### src/rtl/grf_wb_writer_pkg.sv
// Shared types and constants for the GRF writeback writer.
//   REG_ADDR_W / DATA_W : register-address and data widths
//   ZERO_REG            : hard-wired zero register, never written or forwarded
//   wb_req_t            : one queued register write {addr, data, pc}
package grf_wb_writer_pkg;

  localparam int unsigned REG_ADDR_W = 5;
  localparam int unsigned DATA_W     = 32;

  localparam logic [REG_ADDR_W-1:0] ZERO_REG = 5'd0;

  typedef struct packed {
    logic [REG_ADDR_W-1:0] addr;
    logic [DATA_W-1:0]     data;
    logic [DATA_W-1:0]     pc;
  } wb_req_t;

endpackage

### src/rtl/grf_wb_writer_if.sv
// Writeback-stage request channel (valid/ready handshake).
//   master : writeback stage, drives the request and samples in_ready
//   slave  : grf_wb_writer, samples the request and drives in_ready
interface grf_wb_writer_if;
  import grf_wb_writer_pkg::*;

  logic                  in_valid;
  logic                  in_ready;
  logic                  in_wren;
  logic [REG_ADDR_W-1:0] in_addr;
  logic [DATA_W-1:0]     in_data;
  logic [DATA_W-1:0]     in_pc;

  modport master (output in_valid, in_wren, in_addr, in_data, in_pc, input in_ready);
  modport slave  (input in_valid, in_wren, in_addr, in_data, in_pc, output in_ready);

endinterface

### src/rtl/grf_wb_fifo.sv
// In-order storage for pending register writes.
//   clk, reset : clock, async active-low reset (clears pointers and count)
//   push       : enqueue push_req at tail
//   pop        : dequeue head entry (caller guarantees count != 0)
//   entries    : raw storage array, for the parent's forwarding search
//   valid      : per-slot occupancy bit
//   head       : index of the oldest entry
//   count      : current occupancy
module grf_wb_fifo
  import grf_wb_writer_pkg::*;
#(
  parameter int unsigned DEPTH = 4,
  parameter int unsigned PTR_W = $clog2(DEPTH)
) (
  input  logic             clk,
  input  logic             reset,
  input  logic             push,
  input  wb_req_t          push_req,
  input  logic             pop,
  output wb_req_t          entries [DEPTH],
  output logic [DEPTH-1:0] valid,
  output logic [PTR_W-1:0] head,
  output logic [PTR_W:0]   count
);

  wb_req_t          mem [DEPTH];
  logic [PTR_W-1:0] tail;
  logic [PTR_W-1:0] offset;

  // Pointer and occupancy state; pointers wrap naturally at DEPTH (power of two).
  always_ff @(posedge clk or negedge reset) begin
    if (!reset) begin
      head  <= '0;
      tail  <= '0;
      count <= '0;
    end else begin
      if (push) tail <= tail + PTR_W'(1);
      if (pop)  head <= head + PTR_W'(1);
      case ({push, pop})
        2'b10:   count <= count + (PTR_W+1)'(1);
        2'b01:   count <= count - (PTR_W+1)'(1);
        default: count <= count;
      endcase
    end
  end

  // Storage needs no reset; occupancy is tracked by the pointers.
  always_ff @(posedge clk) begin
    if (push) mem[tail] <= push_req;
  end

  assign entries = mem;

  // A slot is occupied when its distance from head is below count.
  always_comb begin
    valid  = '0;
    offset = '0;
    for (int i = 0; i < int'(DEPTH); i++) begin
      offset   = PTR_W'(i) - head;
      valid[i] = ({1'b0, offset} < count);
    end
  end

endmodule

### src/rtl/grf_wb_writer.sv
// Writeback-side initiator for the GRF write port.
//   clk, reset     : clock, async active-low reset
//   req            : writeback request channel (slave side)
//   wb_hold        : GRF write port busy, suppress drain this cycle
//   A3/WD/WrEn/PC  : registered GRF write port
//   q_addr         : forwarding query address
//   q_hit/q_data   : youngest pending write to q_addr (combinational)
//   count          : FIFO occupancy
module grf_wb_writer
  import grf_wb_writer_pkg::*;
#(
  parameter int unsigned DEPTH = 4,
  parameter int unsigned PTR_W = $clog2(DEPTH)
) (
  input  logic                  clk,
  input  logic                  reset,
  grf_wb_writer_if.slave        req,
  input  logic                  wb_hold,
  output logic [REG_ADDR_W-1:0] A3,
  output logic [DATA_W-1:0]     WD,
  output logic                  WrEn,
  output logic [DATA_W-1:0]     PC,
  input  logic [REG_ADDR_W-1:0] q_addr,
  output logic                  q_hit,
  output logic [DATA_W-1:0]     q_data,
  output logic [PTR_W:0]        count
);

  wb_req_t          entries [DEPTH];
  wb_req_t          push_req;
  logic [DEPTH-1:0] valid;
  logic [PTR_W-1:0] head;
  logic [PTR_W-1:0] idx;
  logic             push;
  logic             pop;

  // Ready is a pure function of occupancy; no bypass when a pop is pending.
  assign req.in_ready = (count != (PTR_W+1)'(DEPTH));

  // Non-writing and r0 transfers are accepted but never queued.
  assign push = req.in_valid && req.in_ready && req.in_wren && (req.in_addr != ZERO_REG);
  assign pop  = (count != '0) && !wb_hold;

  assign push_req = '{addr: req.in_addr, data: req.in_data, pc: req.in_pc};

  grf_wb_fifo #(.DEPTH(DEPTH), .PTR_W(PTR_W)) u_fifo (
    .clk      (clk),
    .reset    (reset),
    .push     (push),
    .push_req (push_req),
    .pop      (pop),
    .entries  (entries),
    .valid    (valid),
    .head     (head),
    .count    (count)
  );

  // Commit stage: one WrEn pulse per popped entry; address/data/pc hold otherwise.
  always_ff @(posedge clk or negedge reset) begin
    if (!reset) begin
      A3   <= '0;
      WD   <= '0;
      PC   <= '0;
      WrEn <= 1'b0;
    end else if (pop) begin
      A3   <= entries[head].addr;
      WD   <= entries[head].data;
      PC   <= entries[head].pc;
      WrEn <= 1'b1;
    end else begin
      WrEn <= 1'b0;
    end
  end

  // Forwarding: commit stage first, then FIFO oldest-to-youngest so the youngest match wins.
  always_comb begin
    q_hit  = 1'b0;
    q_data = '0;
    idx    = '0;
    if (q_addr != ZERO_REG) begin
      if (WrEn && (A3 == q_addr)) begin
        q_hit  = 1'b1;
        q_data = WD;
      end
      for (int k = 0; k < int'(DEPTH); k++) begin
        idx = head + PTR_W'(k);
        if (valid[idx] && (entries[idx].addr == q_addr)) begin
          q_hit  = 1'b1;
          q_data = entries[idx].data;
        end
      end
    end
  end

endmodule

### src/flat_wrapper.sv
// flat-port wrapper written by rule: the top's interface ports become plain ports
module grf_wb_writer_flat import grf_wb_writer_pkg::*;
#(
  parameter int unsigned DEPTH = 4,
  parameter int unsigned PTR_W = $clog2(DEPTH)
)
  (clk, reset, wb_hold, A3, WD, WrEn, PC, q_addr, q_hit, q_data, count, req_in_valid, req_in_wren, req_in_addr, req_in_data, req_in_pc, req_in_ready);
  grf_wb_writer_if req_i ();
  input  logic clk;
  input  logic reset;
  input  logic wb_hold;
  output logic [REG_ADDR_W-1:0] A3;
  output logic [DATA_W-1:0] WD;
  output logic WrEn;
  output logic [DATA_W-1:0] PC;
  input  logic [REG_ADDR_W-1:0] q_addr;
  output logic q_hit;
  output logic [DATA_W-1:0] q_data;
  output logic [PTR_W:0] count;
  input wire logic [$bits(req_i.in_valid)-1:0] req_in_valid;
  input wire logic [$bits(req_i.in_wren)-1:0] req_in_wren;
  input wire logic [$bits(req_i.in_addr)-1:0] req_in_addr;
  input wire logic [$bits(req_i.in_data)-1:0] req_in_data;
  input wire logic [$bits(req_i.in_pc)-1:0] req_in_pc;
  output wire logic [$bits(req_i.in_ready)-1:0] req_in_ready;
  assign req_i.in_valid = req_in_valid;
  assign req_i.in_wren = req_in_wren;
  assign req_i.in_addr = req_in_addr;
  assign req_i.in_data = req_in_data;
  assign req_i.in_pc = req_in_pc;
  assign req_in_ready = req_i.in_ready;
  grf_wb_writer #(.DEPTH(DEPTH), .PTR_W(PTR_W)) u_core (.clk(clk), .reset(reset), .req(req_i), .wb_hold(wb_hold), .A3(A3), .WD(WD), .WrEn(WrEn), .PC(PC), .q_addr(q_addr), .q_hit(q_hit), .q_data(q_data), .count(count));
endmodule
### config.mk
export PLATFORM = sky130hd
export DESIGN_NAME = grf_wb_writer_flat
export DESIGN_NICKNAME = d
export VERILOG_FILES = /design/src/rtl/grf_wb_writer_pkg.sv /design/src/rtl/grf_wb_writer_if.sv /design/src/rtl/grf_wb_fifo.sv /design/src/rtl/grf_wb_writer.sv /design/src/flat_wrapper.sv
export SDC_FILE = /design/constraint.sdc
export NUM_CORES = 1
export LEC_CHECK = 0
export ABC_AREA = 1
export CORE_ASPECT_RATIO = 0.8
export CORE_UTILIZATION = 40
export DETAILED_ROUTE_END_ITERATION = 10
export GPL_TIMING_DRIVEN = 1
export SLEW_MARGIN = 20
export SYNTH_ARGS = -nofsm -noshare
export SYNTH_HDL_FRONTEND = slang
export SYNTH_SLANG_ARGS = --single-unit
### constraint.sdc
create_clock -name clk -period 4.45 [get_ports clk]
set_input_delay 0.6675 -clock clk [delete_from_list [all_inputs] [get_ports clk]]
set_output_delay 0.6675 -clock clk [all_outputs]
set_load 0.05 [all_outputs]
# [Yosys cells after proc, flatten, opt, wreduce, memory -nomap -nowiden]
# Cells that the tools add are included.
# Widths: inputs -> output; s select.
[op_classes] add_sub_neg=10 n_lt_le_gt_ge=14 n_eq_ne=8 mux=37 bitwise=5 n_reduce_logical=15
[ops] operator="$mux 69" count=9
[ops] operator="$bmux 69 s2" count=4
[ops] operator="$bwmux 276" count=1
[ops] operator="$mux 32" count=6
[ops] operator="$demux 69 s2" count=1
[ops] operator="$eq 5x5->1" count=5
[ops] operator="$ge 3x3->1 const B" count=5
[ops] operator="$not 2->3" count=5
[ops] operator="$lt 2x3->1" count=4
[ops] operator="$lt 2x3->1 const B" count=4
[ops] operator="$mux 1" count=11
[ops] operator="$logic_and 1x1->1" count=10
[ops] operator="$reduce_bool 5->1" count=2
[ops] operator="$bmux 1 s2" count=4
[ops] operator="$pmux 3 s2" count=1
[ops] operator="$add 2x1->2 const B" count=2
[ops] operator="$add 2x2->2 const B" count=2
[ops] operator="$sub 1x2->2 const A" count=2
[ops] operator="$sub 2x2->2 const A" count=2
[ops] operator="$add 3x1->3 const B" count=1
[ops] operator="$lt 3x1->1 const B" count=1
[ops] operator="$ne 3x3->1 const B" count=1
[ops] operator="$reduce_bool 3->1" count=1
[ops] operator="$sub 3x1->3 const B" count=1
[ops] operator="other kinds (4)" count=4
[word_totals] regBits=353 elab_cells=108

# [Depth between registers and ports, before layout]
[depth] ltp_word=11 depth_mapped=21 depth_no_buf=17

# [Hierarchy]
# A second synthesis with hierarchy kept.
[unflattened] hier_cells=2115 area_unflattened_um2=18107.4
[by_module_without_submodules] mod="grf_wb_writer" instances=1 cells_per_inst=1773 area_per_inst_um2=9277.6 seq_area_each_um2=1751.7
[by_module_without_submodules] mod="grf_wb_fifo" instances=1 cells_per_inst=342 area_per_inst_um2=8829.7 seq_area_each_um2=8463.1

# [Least setup slack after synthesis]
# No wires, ideal clock.
[synth_timing] path_kind="reg2reg" from="register u_core.u_fifo.count[0]" to="register u_core.u_fifo.mem, in the netlist u_core.u_fifo.entries[0] (enable)" setup_time_ps=497 arrival_time_ps=4526 path_slack_ps=-573 stages_incl_launch_ff=5 n_path_buf=0 period_less_slack_ps=5023 cell_sequence="dfrtp_1 > nor2_1 > nand2_1 > nand4_1 > nor2_1"
[synth_between] elab_chain_len=4
[synth_lines] element="from (decl)" line_no="grf_wb_fifo.sv:23" rtl="output logic [PTR_W:0] count"
[synth_lines] element="from (signal assigned)" line_no="grf_wb_fifo.sv:40" rtl="2'b10: count <= count + (PTR_W+1)'(1);"
[synth_lines] element="from (signal assigned)" line_no="grf_wb_fifo.sv:41" rtl="2'b01: count <= count - (PTR_W+1)'(1);"
[synth_lines] element="from (signal assigned)" line_no="grf_wb_fifo.sv:42" rtl="default: count <= count;"
[synth_lines] element="$ne 3x3->1" line_no="grf_wb_writer.sv:38" rtl="assign req.in_ready = (count != (PTR_W+1)'(DEPTH));"
[synth_lines] element="via req_in_ready" line_no="flat_wrapper.sv:25" rtl="output wire logic [$bits(req_i.in_ready)-1:0] req_in_ready;"
[synth_lines] element="$logic_and 1x1->1 (3 in a row)" line_no="grf_wb_writer.sv:41" rtl="assign push = req.in_valid && req.in_ready && req.in_wren && (req.in_addr != ZERO_REG);"
[synth_lines] element="to (signal, indexed assignment)" line_no="grf_wb_fifo.sv:49" rtl="if (push) mem[tail] <= push_req;"
[synth_lines] element="to (decl)" line_no="grf_wb_fifo.sv:26" rtl="wb_req_t mem [DEPTH];"
# The timed path passes the listed nets, and every way through them passes these cells.
# A chain may end at the register's enable or synchronous reset.

# [Worst setup path in the final report]
[layout_timing] from="register u_core.u_fifo.head[1]" to="output q_data[28]"
[layout_between] elab_chain_len=11 elab_cells_between_ends=48 cone_classes="7 x add/sub; 4 x order compare; 4 x eq/ne; 25 x mux; 4 x bitwise; 4 x reduce/logical"
[layout_lines] element="from (decl)" line_no="grf_wb_fifo.sv:22" rtl="output logic [PTR_W-1:0] head,"
[layout_lines] element="from (signal assigned)" line_no="grf_wb_fifo.sv:38" rtl="if (pop) head <= head + PTR_W'(1);"
[layout_lines] element="branches (longest 9 deep; another with $lt 2x3->1)"
[layout_lines] element="$mux 32 (*)" line_no="grf_wb_writer.sv:87" rtl="if (valid[idx] && (entries[idx].addr == q_addr)) begin"
[layout_lines] element="$mux 32 (*)" line_no="grf_wb_writer.sv:80" rtl="if (q_addr != ZERO_REG) begin"
[layout_lines] element="to (decl)" line_no="flat_wrapper.sv:18" rtl="output logic [DATA_W-1:0] q_data;"
# Mark *: on every way between the ends. The select of a mux whose other input is x is not followed.

==> impl_metrics.sql <==
INSERT INTO impl_metrics (metric_group, metric, value, unit) VALUES
('clock_tree', 'cts_tree', 'yes', ''),
('worst_setup_path', 'critical_path.n_buffers_inverters', '4', ''),
('floorplanning', 'initial_standard_cell_utilization_of_the_core', '40.8', '%'),
('sta', 'final.setup.tns', '0', 'ns'),
('floorplanning', 'rows', '68', ''),
('detailed_routing', 'drtAntennaViolNets', '0', ''),
('sta', 'tightest_slew', '0.996', 'ns'),
('sta', 'report.final.setup_viol', '0', ''),
('worst_setup_path', 'cell_with_the_largest_stage_delay_on_the_worst_path', 'sky130_fd_sc_hd__dfrtp_4', ''),
('sta', 'post-route-worst-setup-slack', '0.308', 'ns'),
('placement', 'placement_stage_worst_setup_slack', '0.334', 'ns'),
('detailed_routing', 'vias', '14500', ''),
('worst_setup_path', 'r2r_start', 'u_core.u_fifo.count[0]', ''),
('final_layout', 'layout-drive-gt1-share', '8.79', '%'),
('placement', 'place.gp.congestion', '0.829', ''),
('logic_synthesis', 'syn_nets', '2145', ''),
('logic_synthesis', 'postSynthCellCount', '2056', ''),
('sta', 'slew_headroom', '33.6', '%'),
('logic_synthesis', 'postSynthAreaPerCell', '8.60', 'um2'),
('clock_tree', 'htreeDepth', '2', ''),
('floorplanning', 'fp.coreArea', '0.0434', 'mm2'),
('detailed_routing', 'drt_pre_antenna_iters', '7', ''),
('pwr', 'power_density', '744', 'mW/mm2'),
('hold_path', 'holdCritPathClass', 'input port to async pin', ''),
('worst_setup_path', 'crit_path_start_kind', 'register', ''),
('sta', 'fin_hold_ws', '0.261', 'ns'),
('logic_synthesis', 'synth_simple_gate_area_share', '24.9', '%'),
('global_route', 'overflow_left_after_global_routing', '0', ''),
('placement', 'hpwlAfterDp', '30.4', 'mm'),
('floorplanning', 'die_x_extent', '237', 'um'),
('final_layout', 'nets', '2289', ''),
('logic_synthesis', 'synth_top_family_by_area', 'simple AND/OR/NAND/NOR gates', ''),
('sta', 'finalMaxSlewViolations', '0', ''),
('placement', 'portBuffers', '185', ''),
('detailed_routing', 'drc', '0', ''),
('worst_setup_path', 'worst_path_dominant_cell_family', 'simple AND/OR/NAND/NOR gates', ''),
('detailed_routing', 'via_per_inst', '5.21', ''),
('run_status', 'outcome', 'finished clean', ''),
('floorplanning', 'die_area', '0.0451', 'mm2'),
('global_route', 'grt_first_pass_wirelength', '77.2', 'mm'),
('logic_synthesis', 'synth.mux.area_fraction', '0.113', '%'),
('sta', 'max_clock_freq', '241', 'MHz'),
('worst_setup_path', 'reg2reg_to', 'u_core.u_fifo.count[2]', ''),
('worst_setup_path', 'max_fo_critical_path', '33', ''),
('worst_setup_path', 'path_class', 'register to primary output', ''),
('sta', 'timing.final.crit_share', '93.1', '%'),
('pwr', 'power_leakage', '0.00885', 'uW'),
('sta', 'grt_setup_unrepaired', 'false', ''),
('final_layout', 'synthToLayoutAreaGrowth', '20.8', '%'),
('final_layout', 'commonest_non_fill_non_tap_cells_in_the_layout', 'sky130_fd_sc_hd__nand2_1 (771), sky130_fd_sc_hd__edfxtp_1 (276), sky130_fd_sc_hd__o21ai_0 (228)', ''),
('worst_setup_path', 'endpoint_kind', 'primary output', ''),
('global_route', 'first_global_vias', '14000', ''),
('clock_tree', 'cts_sinks', '353', ''),
('clock_tree', 'cts-root-buf', 'sky130_fd_sc_hd__clkbuf_16', ''),
('worst_setup_path', 'worst_ep_arrival_time', '3.47', 'ns'),
('logic_synthesis', 'yosys_warnings', '0', ''),
('logic_synthesis', 'synth_cell_type_count', '31', ''),
('final_layout', 'num_antenna_cells', '0', ''),
('logic_synthesis', 'yosys_register_bits', '353', ''),
('detailed_routing', 'wire_per_inst', '17.6', 'um'),
('logic_synthesis', 'synth-compound-area-share', '9.43', '%'),
('pwr', 'irDropWorstVdd', '0.589', 'mV'),
('detailed_routing', 'drt-total-wl', '49.2', 'mm'),
('worst_setup_path', 'max_stage_delay', '0.56', 'ns'),
('floorplanning', 'boundaryPins', '186', ''),
('sta', 'final_hold_viol_count', '0', ''),
('detailed_routing', 'detail_route.iter0.violations', '1122', ''),
('final_layout', 'final_common_cell', 'sky130_fd_sc_hd__nand2_1', ''),
('clock_tree', 'clock_insertion_delay_worst_skew', '0.56', 'ns'),
('worst_setup_path', 'timing.reg2reg.worst_path_depth', '8', ''),
('global_route', 'grt_antenna_before_repair', '0', '');
through the flow:
step	utilization [%]	cells	instance area (um2)	total power (uW)
after floorplan	-	2056	17700	10300
after global placement	46.2	2709	20000	12700
after detailed placement	46.2	2709	20000	12800
after CTS	49.1	2787	21300	15900
after global routing	49.2	2790	21400	17000
final	49.2	2790	21400	15900
flip-flops by register name, indices dropped and copies added (netlist names):
signal,flops
u_core.A3,5
u_core.WD,32
u_core.u_fifo.entries,276
u_core.u_fifo.tail,2
u_core.u_fifo.count,3
u_core.u_fifo.head,2
u_core.WrEn,1
u_core.PC,32
layer usage:
metal / vias to the layer above / routed length, um / global-route usage, % / part of all wire, %
li1: 7117 / - / - / -
met4: 0 / 1060 / 6.63 / 2.2
met1: 6926 / 22500 / 30.9 / 46
met2: 416 / 22600 / 35.5 / 46
met5: - / 0 / 0 / 0
met3: 83 / 3060 / 3.71 / 6.2
cells by family (layout without fill, tap and decap cells):
group           Yosys count  after routing
buf+inv                 284            458
fa+ha+maj                10             10
compound gates          332            332
xor+xnor                 15             15
mux                       2              2
flops                   353            353
simple gates           1060           1060
cell type report:
| type | instances | area, um2 | area share [%] |
|---|---|---|---|
| Inverter | 155 | 593 | 2.78 |
| Multi-Input combinational cell | 1419 | 6420 | 30.1 |
| Clock buffer | 59 | 1100 | 5.15 |
| Tap cell | 560 | 701 | 3.28 |
| Timing Repair Buffer | 233 | 2260 | 10.6 |
| Clock inverter | 11 | 68.8 | 0.322 |
| Sequential cell | 353 | 10200 | 47.9 |
worst max path at each step:
stage               depth (start not counted)                  endpoint                   start  slack (ns)
floorplan                                   4  u_core.u_fifo.entries[0]  u_core.u_fifo.count[0]       -0.57
detailed placement                         12                 q_data[8]   u_core.u_fifo.head[0]        0.33
CTS                                        18                q_data[29]   u_core.u_fifo.head[1]        0.02
finish                                     18                q_data[28]   u_core.u_fifo.head[1]        0.31
global route                               13                 q_data[8]   u_core.u_fifo.head[0]        0.08
global placement                           12                 q_data[4]   u_core.u_fifo.head[0]        0.42
timing repair:
item	CTS	global route
hold buffers	0	0
endpoints found under the setup margin	33	33
gates cloned	0	0
pin swaps	2	1
buffers inserted	8	3
resized for setup	3	15
synth_stat cells:
cell,number,area (um2)
sky130_fd_sc_hd__fa_1,1,20.0
sky130_fd_sc_hd__xnor2_1,1,8.76
sky130_fd_sc_hd__buf_4,5,37.5
sky130_fd_sc_hd__clkbuf_1,77,289
sky130_fd_sc_hd__nand2_2,2,12.5
sky130_fd_sc_hd__buf_1,17,63.8
sky130_fd_sc_hd__dfrtp_1,77,1930
sky130_fd_sc_hd__a21boi_1,1,7.51
sky130_fd_sc_hd__nor3_1,3,15.0
sky130_fd_sc_hd__a21oi_1,65,325
sky130_fd_sc_hd__edfxtp_1,276,8290
sky130_fd_sc_hd__o22ai_1,1,6.26
sky130_fd_sc_hd__nand4_1,36,225
sky130_fd_sc_hd__or2_0,4,25.0
sky130_fd_sc_hd__a211oi_1,1,7.51
sky130_fd_sc_hd__xor2_1,14,123
sky130_fd_sc_hd__clkinv_1,3,11.3
sky130_fd_sc_hd__buf_2,30,150
sky130_fd_sc_hd__o21ai_0,228,1140
sky130_fd_sc_hd__nand2_1,771,2890
sky130_fd_sc_hd__nor2_1,29,109
sky130_fd_sc_hd__nand4_2,1,12.5
sky130_fd_sc_hd__or2_1,1,6.26
sky130_fd_sc_hd__or2_2,28,175
sky130_fd_sc_hd__inv_1,134,503
sky130_fd_sc_hd__nor2_2,1,6.26
sky130_fd_sc_hd__inv_2,18,67.6
sky130_fd_sc_hd__o21ai_1,36,180
sky130_fd_sc_hd__nand3_1,184,921
sky130_fd_sc_hd__mux2i_1,2,20.0
sky130_fd_sc_hd__ha_1,9,113
where the power goes:
part	total [uW]	switching [uW]	internal, uW	leakage, uW
Sequential	4570	397	4180	0.00346
Clock	3000	1290	1710	0.000573
Combinational	8310	5830	2480	0.00482
Total	15900	7520	8370	0.00885
No activity file was read; power rests on OpenSTA's default activity.
==> variant 1: new RTL, config.mk and constraints unchanged <==
`DEPTH` is set to 4 in 3 places; all go to 2.
--- a/src/rtl/grf_wb_fifo.sv
+++ b/src/rtl/grf_wb_fifo.sv
@@ -11,3 +11,3 @@
 #(
-  parameter int unsigned DEPTH = 4,
+  parameter int unsigned DEPTH = 2,
   parameter int unsigned PTR_W = $clog2(DEPTH)
--- a/src/rtl/grf_wb_writer.sv
+++ b/src/rtl/grf_wb_writer.sv
@@ -11,3 +11,3 @@
 #(
-  parameter int unsigned DEPTH = 4,
+  parameter int unsigned DEPTH = 2,
   parameter int unsigned PTR_W = $clog2(DEPTH)
--- a/src/flat_wrapper.sv
+++ b/src/flat_wrapper.sv
@@ -3,3 +3,3 @@
 #(
-  parameter int unsigned DEPTH = 4,
+  parameter int unsigned DEPTH = 2,
   parameter int unsigned PTR_W = $clog2(DEPTH)
Interface: changed (resized count); port bits go from 186 to 185. No check against the original RTL was run, so the function may have changed too.
==> variant 1 against the unedited design <==
  * Worst setup slack gained 0.29 ns
  * Sequential cell count is 141 lower
  * Cell area shrank 42%
  * Routed wire length down 52%
  * Area after synthesis fell by 46%
  * Power decreased by 45%
  * Hold slack got worse by 0.040 ns
  * Via count fell by 49%
  * Critical endpoint is now q_data[13]
  * Largest cell class unchanged
==> variant 1: results (changes against the unedited design) <==
CTS Sinks 212 (-40%); met1 usage 27.96% (-2.9 points); Max IR drop VDD 0.3941 mV (-33%); largest net degree at the start of global routing 127 (+2.4%); first-pass GRT wire length 37,870 µm (-51%); reg2reg setup slack 2.17 ns (+0.49 ns); area taken by multi-input logic gates 2927 µm² (-54%); crit path max fanout 29 (-12%); GR Util All Layers 19.70% (-2.4 points); CTS resizes 0 (-3); list of most frequent post-synthesis cells 296 x nand2_1, 145 x nor2_1, 138 x edfxtp_1; NonClk Buf Share 15.66% (+5.1 points); total CTS buffers 23 (-39%); Pint 4.861 mW (-42%); Leakage 5.365 nW (-39%); Met3 Routed Length 1236 µm (-60%); clock latency on the worst-skew pair 0.51 ns (-0.05 ns); final-stage net count 1,305 (-43%); routed length on met2 11,070 µm (-51%); Reg2Reg Depth 5 (-3); worst rel slew slack 52.33% (+19 points); run status finished, final reports clean; met2 usage 32.08% (-3.4 points); htree depth 1 (-1); Port Buffers 184 (-0.54%)
==> variant 1: worst max-delay path by stage <==
stage / startpoint / endpoint / cells past startpoint
finish: u_core.u_fifo.head$_DFFE_PN0P_ / q_data[13] / 14
global route: u_core.u_fifo.head$_DFFE_PN0P_ / q_data[25] / 12
CTS: u_core.u_fifo.head$_DFFE_PN0P_ / q_data[2] / 14
detailed placement: q_addr[4] / q_data[22] / 12
global placement: q_addr[4] / q_data[30] / 12
floorplan: u_core.u_fifo.count[0]$_DFFE_PN0P_ / u_core.u_fifo.entries[0]$_DFFE_PP_ / 4
==> variant 1: kinds of logic after synthesis <==
kind of cell	after synthesis	share of synthesized area (%)
simple gates	526	21.77
buf+inv	179	7.429
compound gates	138	7.651
fa+ha+maj	1	0.1305
xor+xnor	5	0.4570
flops	212	62.57
==> variant 1: worst max-delay path, delay by kind of cell (launching register included) <==
family	cells	cell delay (ns)
buffers and inverters	5	1.20
flip-flops	1	0.48
AND/OR/NAND/NOR	9	0.97
==> variant 2: new RTL, same settings <==
Without the edit above. Reset style: synchronous (`reset`), changed in 2 clocked blocks. Comments in the files are not updated.
--- a/src/rtl/grf_wb_fifo.sv
+++ b/src/rtl/grf_wb_fifo.sv
@@ -30,3 +30,3 @@
   // Pointer and occupancy state; pointers wrap naturally at DEPTH (power of two).
-  always_ff @(posedge clk or negedge reset) begin
+  always_ff @(posedge clk) begin
     if (!reset) begin
--- a/src/rtl/grf_wb_writer.sv
+++ b/src/rtl/grf_wb_writer.sv
@@ -58,3 +58,3 @@
   // Commit stage: one WrEn pulse per popped entry; address/data/pc hold otherwise.
-  always_ff @(posedge clk or negedge reset) begin
+  always_ff @(posedge clk) begin
     if (!reset) begin
Check against the original RTL: not settled (the Yosys comparison gave no result); the edit may change what the design does.
==> variant 2 against the unedited design <==
  * Worst setup slack worse by 0.026 ns
  * Power is 16% lower
  * Routed wire length hardly changed
  * Area after synthesis is 0.81% lower
  * Critical endpoint is now q_data[3]
  * Cell count is 2.3% lower
  * Sequential cell count stayed put
  * Cell area is 1.0% lower
  * Register-to-register slack worse by 0.04 ns
==> variant 2: results (changes against the unedited design) <==
vias 14,510 (-0.23%); 1st-pass router iterations 6 (-1); number of distinct library cells after synthesis 32 (+3.2%); CTS resizes 2 (-1); sequential element share of the synthesized area 56.02% (-1.7 points); hpwl dp 29,990 µm (-1.2%); average cell area after synthesis 8.717 µm² (+1.3%); Fillers 4,009 (+0.17%); Leakage 8.131 nW (-8.1%); Max IR drop VDD 0.3350 mV (-43%); setup repair bufs after CTS 0 (-8); worst r2r src u_core.u_fifo.count[1]$_SDFFE_PN0P_; met2 usage 35.59% (+0.14 points); async set-reset flop share out of synthesis 0% (-22 points); Placement Cell Area 19,790 µm² (-1.2%); Syn Nets 2,102 (-2.0%); run status finished, final reports clean; DRT iter0 DRCs 1,252 (+12%); Placement Setup Slack 0.4518 ns (+0.1176 ns); Worst Skew 0.02243 ns (+0.005546 ns); M3 GR Usage 3.557% (-0.16 points); final std cells w/o fill 2,725 (-2.3%); Sw Share 43.49% (-3.8 points); min-delay worst type flip-flop to flip-flop; CP arrival 3.50 ns (+0.03 ns); routability cong. 0.8873 (+7.0%); crit path max fanout 65 (+97%); met1 usage 30.52% (-0.39 points); top cells by area, synth edfxtp_1 47%, nand2_1 9.5%, dfxtp_1 8.8%; Routed WL per cell 18.06 µm (+2.4%)
variant 2: final timing paths:
check,endpoint,slack (ns),cells past startpoint
max,q_data[3],0.28,17
min,u_core.u_fifo.tail[0]$_SDFFE_PN0P_,0.52,1
max reg2reg,u_core.u_fifo.count[2]$_SDFFE_PN0P_,1.64,11
min reg2reg,u_core.u_fifo.tail[0]$_SDFFE_PN0P_,0.52,1
variant 2: power groups by stage:
stage / Sequential (mW) / Clock, mW / Combinational (mW)
finish: 4.17 / 3.22 / 5.97
global route: 4.21 / 3.42 / 6.52
CTS: 4.19 / 3.30 / 5.91
detailed placement: 4.25 / 0 / 5.89
global placement: 4.25 / 0 / 5.83
floorplan: 4.99 / 0 / 3.33
variant 2: logic make-up after synthesis:
kind of cell | synth area share (%)
AND/OR/NAND/NOR | 21.19
buffers and inverters | 7.266
multiplexers | 0.1141
XOR/XNOR | 0.5490
AO/OA/AOI/OAI | 14.10
adder cells (fa/ha/maj) | 0.7559
flip-flops | 56.02
variant 2: critical path, stage by stage, from the launching register on:
cell     delay, ns
dfxtp_4       0.38
inv_4         0.21
nand2_1       0.10
nand2_2       0.08
ha_1          0.22
inv_1         0.06
nor2_1        0.03
nand2_1       0.09
nand3_1       0.10
nand2_1       0.10
nor2_1        0.06
nor3_1        0.30
nand4_1       0.19
buf_12        0.26
nand2_1       0.10
inv_1         0.04
a21oi_1       0.34
buf_4         0.27
variant 2: routing by layer:
metal | wire length (µm) | vias up
met1 | 22570 | 6828
met4 | 1169 | 6
met2 | 22300 | 451
met3 | 3123 | 85
met5 | 39 | -
li1 | - | 7138
variant 2: cell type report:
type	count	share of cell area [%]
clock inverter	16	0.9822
inverter	159	2.858
tap	560	3.314
clock buffer	54	5.160
timing repair buffer	229	10.34
multi-input combinational	1354	30.84
sequential	353	46.50
